==> src/rtl/wb_mem_arbiter_pkg.sv <==
// Shared Wishbone definitions for the memory arbiter: cycle-type and burst-type codes,
// end-of-burst helper, and arbiter state encoding.
package wb_mem_arbiter_pkg;

  localparam logic [2:0] CTI_CLASSIC = 3'b000;
  localparam logic [2:0] CTI_INC     = 3'b010;
  localparam logic [2:0] CTI_EOB     = 3'b111;
  localparam logic [1:0] BTE_LINEAR  = 2'b00;

  typedef enum logic {
    ARB_IDLE = 1'b0,
    ARB_BUSY = 1'b1
  } arb_state_e;

  function automatic logic wb_is_last(input logic [2:0] cti);
    return (cti == CTI_CLASSIC) || (cti == CTI_EOB);
  endfunction

endpackage

==> src/rtl/wb_mem_arbiter_rr.sv <==
// Combinational round-robin picker: grants the first requester after the one-hot `last`,
// searching cyclically upward.
module wb_arb_rr #(
  parameter int NM = 2
) (
  input  logic [NM-1:0] req,
  input  logic [NM-1:0] last,
  output logic [NM-1:0] gnt
);

  always_comb begin
    int   base;
    logic found;
    base  = 0;
    found = 1'b0;
    gnt   = '0;
    for (int k = 0; k < NM; k++)
      if (last[k]) base = k;
    for (int i = 1; i <= NM; i++)
      for (int k = 0; k < NM; k++)
        if (!found && req[k] && (((base + i) % NM) == k)) begin
          gnt[k] = 1'b1;
          found  = 1'b1;
        end
  end

endmodule

==> src/rtl/wb_mem_arbiter.sv <==
// Round-robin Wishbone arbiter sharing one memory slave between NM masters; a grant is held
// until the master drops cyc. Optional stall timeout via WB_ARB_TIMEOUT_EN.
//
//   state    | meaning
//   ARB_IDLE | no grant; slave cyc/stb low; picks next requester after `last`
//   ARB_BUSY | one master owns the slave until it drops cyc
module wb_mem_arbiter
  import wb_mem_arbiter_pkg::*;
#(
  parameter int NM      = 2,
  parameter int dw      = 32,
  parameter int aw      = 32,
  parameter int TIMEOUT = 255
) (
  input  logic             wb_clk_i,
  input  logic             wb_rst_i,
  input  logic [NM*aw-1:0] wbm_adr_i,
  input  logic [NM*dw-1:0] wbm_dat_i,
  input  logic [NM*4-1:0]  wbm_sel_i,
  input  logic [NM-1:0]    wbm_we_i,
  input  logic [NM*3-1:0]  wbm_cti_i,
  input  logic [NM*2-1:0]  wbm_bte_i,
  input  logic [NM-1:0]    wbm_cyc_i,
  input  logic [NM-1:0]    wbm_stb_i,
  output logic [dw-1:0]    wbm_dat_o,
  output logic [NM-1:0]    wbm_ack_o,
  output logic [NM-1:0]    wbm_err_o,
  output logic [aw-1:0]    wbs_adr_o,
  output logic [dw-1:0]    wbs_dat_o,
  output logic [3:0]       wbs_sel_o,
  output logic             wbs_we_o,
  output logic [2:0]       wbs_cti_o,
  output logic [1:0]       wbs_bte_o,
  output logic             wbs_cyc_o,
  output logic             wbs_stb_o,
  input  logic [dw-1:0]    wbs_dat_i,
  input  logic             wbs_ack_i,
  input  logic             wbs_err_i,
  output logic [NM-1:0]    grant_o
);

  arb_state_e    state_q, state_d;
  logic [NM-1:0] grant_q, grant_d, last_q, last_d, pick;
  logic          busy, g_cyc, g_stb, to_hold, to_fire;

  wb_arb_rr #(.NM(NM)) u_rr (.req(wbm_cyc_i), .last(last_q), .gnt(pick));

  always_ff @(posedge wb_clk_i or posedge wb_rst_i) begin
    if (wb_rst_i) begin
      state_q <= ARB_IDLE;
      grant_q <= '0;
      last_q  <= {1'b1, {(NM-1){1'b0}}};
    end else begin
      state_q <= state_d;
      grant_q <= grant_d;
      last_q  <= last_d;
    end
  end

  always_comb begin
    state_d = state_q;
    grant_d = grant_q;
    last_d  = last_q;
    case (state_q)
      ARB_IDLE: if (|wbm_cyc_i) begin
        grant_d = pick;
        state_d = ARB_BUSY;
      end
      ARB_BUSY: if (!(|(grant_q & wbm_cyc_i))) begin
        last_d  = grant_q;
        grant_d = '0;
        state_d = ARB_IDLE;
      end
      default: state_d = ARB_IDLE;
    endcase
  end

  always_comb begin
    wbs_adr_o = '0;
    wbs_dat_o = '0;
    wbs_sel_o = '0;
    wbs_we_o  = 1'b0;
    wbs_cti_o = '0;
    wbs_bte_o = '0;
    g_cyc     = 1'b0;
    g_stb     = 1'b0;
    for (int k = 0; k < NM; k++)
      if (grant_q[k]) begin
        wbs_adr_o = wbm_adr_i[k*aw +: aw];
        wbs_dat_o = wbm_dat_i[k*dw +: dw];
        wbs_sel_o = wbm_sel_i[k*4 +: 4];
        wbs_we_o  = wbm_we_i[k];
        wbs_cti_o = wbm_cti_i[k*3 +: 3];
        wbs_bte_o = wbm_bte_i[k*2 +: 2];
        g_cyc     = wbm_cyc_i[k];
        g_stb     = wbm_stb_i[k];
      end
  end

  assign busy      = (state_q == ARB_BUSY);
  assign grant_o   = grant_q;
  assign wbs_cyc_o = busy & g_cyc & ~to_hold;
  assign wbs_stb_o = busy & g_cyc & g_stb & ~to_hold;
  assign wbm_dat_o = wb_rst_i ? '0 : wbs_dat_i;
  assign wbm_ack_o = (busy & ~wb_rst_i & ~to_hold & wbs_ack_i) ? grant_q : '0;
  assign wbm_err_o = (busy & ~wb_rst_i & (wbs_err_i | to_fire)) ? grant_q : '0;

`ifdef WB_ARB_TIMEOUT_EN
  localparam int CL = $clog2(TIMEOUT + 1);
  localparam int CW = (CL < 8) ? 8 : ((CL > 16) ? 16 : CL);

  logic [CW-1:0] cnt_q;
  logic          hold_q, stall;

  // cnt_q counts stalls already seen, so firing on TIMEOUT-1 flags the TIMEOUT-th stall cycle
  assign stall   = busy & g_cyc & g_stb & ~hold_q & ~wbs_ack_i & ~wbs_err_i;
  assign to_fire = stall & (cnt_q == CW'(TIMEOUT - 1));
  assign to_hold = hold_q;

  always_ff @(posedge wb_clk_i or posedge wb_rst_i) begin
    if (wb_rst_i) begin
      cnt_q  <= '0;
      hold_q <= 1'b0;
    end else if (!busy) begin
      cnt_q  <= '0;
      hold_q <= 1'b0;
    end else if (to_fire) begin
      cnt_q  <= '0;
      hold_q <= 1'b1;
    end else if (stall) begin
      cnt_q  <= cnt_q + 1'b1;
    end else begin
      cnt_q  <= '0;
    end
  end
`else
  logic unused_timeout;
  assign unused_timeout = (TIMEOUT == 0);
  assign to_hold        = 1'b0;
  assign to_fire        = 1'b0;
`endif

endmodule

==> config.mk <==
export PLATFORM = sky130hd
export DESIGN_NAME = wb_mem_arbiter
export DESIGN_NICKNAME = d
export VERILOG_FILES = /design/src/rtl/wb_mem_arbiter_pkg.sv /design/src/rtl/wb_mem_arbiter_rr.sv /design/src/rtl/wb_mem_arbiter.sv
export SDC_FILE = /design/constraint.sdc
export NUM_CORES = 1
export LEC_CHECK = 0
export CAP_MARGIN = 0
export CORE_AREA = 5 5 113 115
export DETAILED_ROUTE_END_ITERATION = 8
export DIE_AREA = 0 0 118 120
export GPL_TIMING_DRIVEN = 1
export SKIP_CTS_REPAIR_TIMING = 1
export SYNTH_ARGS = -nofsm -noshare
export SYNTH_HDL_FRONTEND = slang
export SYNTH_HIERARCHICAL = 1
export SYNTH_SLANG_ARGS = --single-unit
==> constraint.sdc <==
create_clock -name wb_clk_i -period 1.7 [get_ports wb_clk_i]
set_clock_uncertainty 0.05 [all_clocks]
set_input_delay 0.425 -clock wb_clk_i [delete_from_list [all_inputs] [get_ports wb_clk_i]]
set_output_delay 0.425 -clock wb_clk_i [all_outputs]
set_load 0.005 [all_outputs]
# --- Yosys cells after proc, flatten, opt, wreduce, memory -nomap -nowiden ---
# Cells that the tools add are included.
op_classes:
  n_reduce_logical: 16
  addsub: 2
  n_bitwise: 11
  n_eq_ne: 4
  n_mux: 32
ops:
  columns: ["cell", "n"]
  rows:
  - ["$mux W32", 5]
  - ["$logic_not A32 Y1", 2]
  - ["$add A32 B2 Y32 const B", 1]
  - ["$add A32 B3 Y32 const B", 1]
  - ["$mux W1", 15]
  - ["$mux W2", 6]
  - ["$mux W4", 2]
  - ["$and A1 B1 Y1", 7]
  - ["$logic_and A1 B1 Y1", 7]
  - ["$mux W3", 2]
  - ["$eq A2 B2 Y1 const B", 2]
  - ["$ne A2 B2 Y1 const B", 2]
  - ["$pmux W2 S2", 1]
  - ["$reduce_and A2 Y1", 2]
  - ["$reduce_or A2 Y1", 2]
  - ["$logic_not A1 Y1", 3]
  - ["$not A1 Y1", 3]
  - ["$and A2 B2 Y2", 1]
  - ["$pmux W1 S2", 1]
totals:
  reg_bits: 5
  word_cells: 68
  output_inout_bits: 114

# --- Depth between registers and ports, before layout ---
# Gate-level depths: netlist of the first run.
depth:
  word_depth: 20
  ltp_mapped: 5
  mapped_depth_nobuf: 3

# --- By module ---
# Netlist of the first run, hierarchy kept.
by_module_without_submodules:
  columns: ["mod", "area_per_inst_um2", "instances", "cells_each", "seq_area_each_um2"]
  rows:
  - ["wb_mem_arbiter", 1331.3, 1, 166, 126.4]
  - ["wb_arb_rr", 18.8, 1, 3, 0.0]

# --- Worst setup path after synthesis of the first run ---
# Ideal clock, no wire load.
synth_timing:
  path_type: "register to output"
  startpoint: "register grant_q[1] (netlist: grant_o[1])"
  endpoint: "output wbs_adr_o[10]"
  t_required_ps: 1225
  arrival_time_ps: 1075
  path_buffers: 3
  path_slack_ps: 150
  path_stages_with_launch: 6
  path_cell_list: "dfrtp_1 -> buf_4 -> nor2b_4 -> buf_6 -> buf_8 -> a22o_1"
synth_via:
  elab_chain_cells: 1
synth_lines:
  columns: ["item", "line_no", "rtl"]
  rows:
  - ["start, declared", "wb_mem_arbiter.sv:43", "logic [NM-1:0] grant_q, grant_d, last_q, last_d, pick;"]
  - ["start signal, assigned", "wb_mem_arbiter.sv:55", "grant_q <= grant_d;"]
  - ["$mux W32", "wb_mem_arbiter.sv:88", "if (grant_q[k]) begin"]
  - ["end, declared", "wb_mem_arbiter.sv:28", "output logic [aw-1:0] wbs_adr_o,"]
# Every way passes these cells.

# --- Worst setup path in the final report of the first run ---
layout_timing:
  startpoint: "register grant_q[0] (netlist: grant_o[0])"
  endpoint: "output wbs_dat_o[13]"
layout_via:
  elab_chain_cells: 2
layout_lines:
  columns: ["item", "line_no", "rtl"]
  rows:
  - ["$mux W32 (2 in series)", "wb_mem_arbiter.sv:88", null]
  - ["end, declared", "wb_mem_arbiter.sv:29", "output logic [dw-1:0] wbs_dat_o,"]
# Every way passes these cells.

==> impl_results.md, run 1 <==
- Clk Latency, worst-skew pair: 0.22 ns
- CTS tree: done
- Core area: 0.0117 sq mm
- Clock tree buffer depth: 2
- Final hold violations: 0
- Multi-input logic area: 0.00105 sq mm
- Final wirelength: 12.0 mm
- Hold Crit Class: in2async
- Die W: 118 um
- DR iter-0 viols: 70
- Largest net degree at the start of global routing: 48
- # setup viols final: 76
- Final antenna-violating net count: 0
- Slew @ Worst Pin: 0.238 ns
- Critical Path RT: 1.22 ns
- Port Buffer Count: 301
- Slew headroom: 84.1%
- Final worst path period need: 2.07 ns
- Vias: 2755
- Crit path max fanout: 7
- Synthesized area: 0.00131 sq mm
- Root Buffer Master: clkbuf_16
- Clock slew at reported path FFs: 0.03 ns
- Tot GR Track Use: 12.9%
- First-pass GRT wire length: 15.1 mm
- Final worst slack: -0.370 ns
- Period utilization: 122%
- Initial Util: 11.1%
- Startpoint types: flip-flop
- P&R area growth vs syn: 273%
- Cells after Synth: 164
- Syn. warnings: 6
- CTS H-tree depth: 1
- Setup CP Type: reg2out
- Sequential cell area: 104 sq um
- Number of core rows: 40
- Critical Path Sink Type: output pin
- Status: complete, but fails checks
- RSZ-0062 raised after global routing: yes
- Pleak: 2.62 nW
- Wirelength per Cell: 18.7 um
- Height of the die: 120 um
- Pwr Density: 990 mW/mm^2
- Placer Congestion: 0.801
- Remaining global-route overflow: 0
- # nets final: 684
- Drt pass-1 iters: 7
- DRC viols: 0
- Num CTS Buffers: 3
- Full die area: 0.0142 sq mm
- Vias in the first global route: 2798
- Initial antenna violation count: 0
- # IOs: 302
- Hpwl dp: 8.81 mm
- Layout filler cell count: 1167
- Maxcap violations: 0
- Final setup TNS: -17.04 ns
- Layout cells sized above 1: 28.3%
- Failing checks: setup timing
- Vias/cell: 4.29
- Worst Path Arrival: 1.60 ns
- DP Worst Slack: -0.851 ns
- Fin. max-slew vios: 0
- Mapped Avg Cell Area: 7.96 sq um
- Synthesized Nets: 352
- Inserted Diodes: 0
- Clock sinks: 4
- Max rail drop VDD: 0.454 mV
- Fmax: 0.483 GHz
## per-layer routing
layer / vias up / track usage [%] / routed length, um
li1: 1304 / - / -
met4: 0 / 3.58 / 139
met2: 153 / 24.2 / 6390
met1: 1284 / 13.8 / 4540
met3: 14 / 4.43 / 927
met5: - / 0 / 0
## final timing paths
kind | endpoint | depth (start not counted) | start | slack (ns)
worst max register to register | grant_o[0] | 7 | grant_o[1] | 0.16
worst max-delay path | wbs_dat_o[13] | 7 | grant_o[0] | -0.37
worst min register to register | last_q[1] | 2 | last_q[1] | 0.54
max in group asynchronous | last_q[1] | 3 | wb_rst_i | 1.17
worst min-delay path | grant_o[0] | 3 | wb_rst_i | 0.24
min in group wb_clk_i | busy | 3 | wbm_cyc_i[1] | 0.50
## sequential cells by signal, summed over array words and instances (netlist names)
register	cells
grant_o	2
busy	1
last_q	1
## critical path, stage by stage (launching register included)
cell,delay (ns)
dfrtp_2,0.40
nor2b_4,0.16
buf_12,0.13
buf_6,0.11
clkbuf_16,0.15
buf_6,0.11
a22o_1,0.18
buf_2,0.12
## power breakdown
group | internal [mW] | switching, mW
Clock | 0.310 | 0.0670
Sequential | 0.150 | 0.0492
Combinational | 2.60 | 1.65
Total | 3.06 | 1.76
## cell type report
class | instances | area share [%]
repair buffers | 348 | 70.7
multi-input cells | 135 | 21.5
well taps | 147 | 3.78
flip-flops and latches | 4 | 2.13
clock buffers | 4 | 1.62
inverters | 4 | 0.308
## layout by cell type, fill, tap and decap left out, drive strengths merged, types with 3 or more instances in the layout
master and instances:
a22o 77, buf 77, clkbuf 54, clkdlybuf4s50 184, dfrtp 3, dlymetal6s2s 37
inv 4, nand2 6, nor2 6, nor2b 33
## metrics by stage
step | std cells | util [%] | power, mW | cell area, sq um | hold slack, ns
finish | 642 | 41.6 | 4.82 | 4870 | 0.237
global route | 642 | 41.6 | 5.15 | 4870 | 0.263
CTS | 610 | 39.1 | 4.31 | 4580 | 0.544
detailed placement | 606 | 38.4 | 3.91 | 4500 | 0.539
global placement | 606 | 38.4 | 3.88 | 4500 | 0.498
floorplan | 164 | - | 1.68 | 1310 | 0.157
Note: power is estimated with default switching activity, not from simulation.
==> inputs of run 2 (changes only) <==
Settings changed: CAP_MARGIN 0 to default, TNS_END_PERCENT from default to 50.
==> impl_results.md, run 2 (synthesis gave the netlist of run 1 again) <==
- Largest register FFs: 2 (unchanged)
- Maxcap violations: 0 (unchanged)
- CTS H-tree depth: 1 (unchanged)
- Slew @ Worst Pin: 0.239 ns (+0.000333 ns)
- Setup CP Type: reg2out
- DR iter-0 viols: 77 (+10%)
- P&R area growth vs syn: 270%
- Layout cells sized above 1: 28.0% (-0.29 points)
- Number of core rows: 40 (unchanged)
- Num CTS Buffers: 3 (unchanged)
- Critical Path Sink Type: output pin
- Most frequent cell on the critical path: buf_6
- Inserted Diodes: 0 (unchanged)
- Placer Congestion: 0.801 (unchanged)
- Critical Path RT: 1.22 ns (about the same)
- Final wirelength: 11.9 mm (-0.53%)
- Final worst slack: -0.375 ns (-0.00442 ns)
- Full die area: 0.0142 sq mm (unchanged)
- Multi-input logic area: 0.00105 sq mm (unchanged)
- Root Buffer Master: clkbuf_16
- Startpoint types: flip-flop
- Crit path max fanout: 7 (unchanged)
- Vias in the first global route: 2798 (unchanged)
- Crit-path cells: nor2b_4 -> buf_12 -> buf_6 -> clkbuf_16 -> buf_6 -> a22o_1 -> buf_2
- Drt pass-1 iters: 4 (-3)
- Final antenna-violating net count: 0 (unchanged)
- Clock slew at reported path FFs: 0.03 ns (about the same)
- Final setup TNS: -16.97 ns (+0.0648 ns)
- # nets final: 682 (-0.29%)
- Vias: 2740 (-0.54%)
- Critical Path Max Stage Delay: 0.40 ns (about the same)
- Height of the die: 120 um (unchanged)
- Crit path max-delay family: buffers and inverters
- Max rail drop VDD: 0.450 mV (-0.84%)
- # setup viols final: 76 (unchanged)
- Commonest cells after routing, fill and taps aside: clkdlybuf4s50_1, a22o_1, clkbuf_2
- Hold Crit Class: in2async
- Period utilization: 122% (+0.26 points)
- Final worst path period need: 2.07 ns (+0.00442 ns)
- Crit path max-delay cell type: dfrtp_2
- Clock sinks: 4 (unchanged)
- Wirelength per Cell: 18.6 um (-0.21%)
- Clock tree buffer depth: 2 (unchanged)
- DRC viols: 0 (unchanged)
- Core area: 0.0117 sq mm (unchanged)
- Final hold violations: 0 (unchanged)
- Failing checks: setup timing
- Commonest non-fill, non-tap cell in the layout: clkdlybuf4s50_1
- Worst hold margin: 0.237 ns (+0.0000500 ns)
- Sequential cell area: 104 sq um (unchanged)
- Worst Path Arrival: 1.60 ns (about the same)
- Status: complete, but fails checks
- # IOs: 302 (unchanged)
- DP Worst Slack: -0.851 ns (unchanged)
- Fmax: 0.482 GHz (-0.21%)
- Vias/cell: 4.28 (-0.23%)
- Port Buffer Count: 301 (unchanged)
- Initial antenna violation count: 0 (unchanged)
- Largest net degree at the start of global routing: 48 (unchanged)
- Pwr Density: 980 mW/mm^2 (-1.0%)
- Remaining global-route overflow: 0 (unchanged)
- Die W: 118 um (unchanged)
- RSZ-0062 raised after global routing: yes
- Layout filler cell count: 1172 (+0.43%)
- Clk Latency, worst-skew pair: 0.22 ns (about the same)
- Fin. max-slew vios: 0 (unchanged)
- Total power after layout: 4.73 mW (-1.9%)
- Tot GR Track Use: 12.9% (unchanged)
- First-pass GRT wire length: 15.1 mm (unchanged)
- Pleak: 2.60 nW (-0.74%)
- Final Util: 41.2% (-0.37 points)
- Hpwl dp: 8.81 mm (unchanged)
- Slew headroom: 84.1% (about the same)
- Initial Util: 11.1% (unchanged)
- Worst Path Buf+Inv: 5 (unchanged)
- CTS tree: done
-- run 2: power by group --
group	total (mW)	switching, mW	leakage, nW	internal, mW
Sequential	0.200	0.0501	0.0454	0.150
Clock	0.377	0.0674	0.0382	0.310
Combinational	4.16	1.63	2.52	2.53
-- run 2: final cells by class --
cell class / count / share of cell area, %
Tap cell: 147 / 3.81
Inverter: 4 / 0.311
Timing Repair Buffer: 346 / 70.4
Clock buffer: 4 / 1.63
Sequential cell: 4 / 2.15
Multi-Input combinational cell: 135 / 21.7
-- run 2: routing by layer --
| layer | part of all wire, % | GRT usage [%] | wire length (um) | vias up |
|---|---|---|---|---|
| met5 | 0 | 0 | 0 | - |
| met4 | 1.2 | 3.58 | 139 | 0 |
| met3 | 7.7 | 4.43 | 915 | 16 |
| met2 | 53 | 24.2 | 6370 | 151 |
| met1 | 38 | 13.8 | 4510 | 1271 |
| li1 | - | - | - | 1302 |
-- run 2: final timing paths --
check	from	end	slack (ns)	cells past startpoint
max in group asynchronous	wb_rst_i	last_q[1]	1.17	3
min	wb_rst_i	grant_o[0]	0.24	3
max	grant_o[0]	wbs_dat_o[13]	-0.37	7
min in group wb_clk_i	wbm_cyc_i[1]	busy	0.51	3
max reg2reg	grant_o[1]	grant_o[0]	0.17	7
min reg2reg	last_q[1]	last_q[1]	0.54	2
-- run 2: stage by stage --
step | cell area (sq um) | std cells
floorplan | 1310 | 164
global route | 4830 | 640
global placement | 4500 | 606
detailed placement | 4500 | 606
finish | 4830 | 640
CTS | 4580 | 610
-- run 2: worst reg2reg max path: cells and delay by family (launching register included) --
kind            cells  cell delay, ns
buf+inv             4            0.55
mux                 1            0.09
compound gates      2            0.30
flops               1            0.42
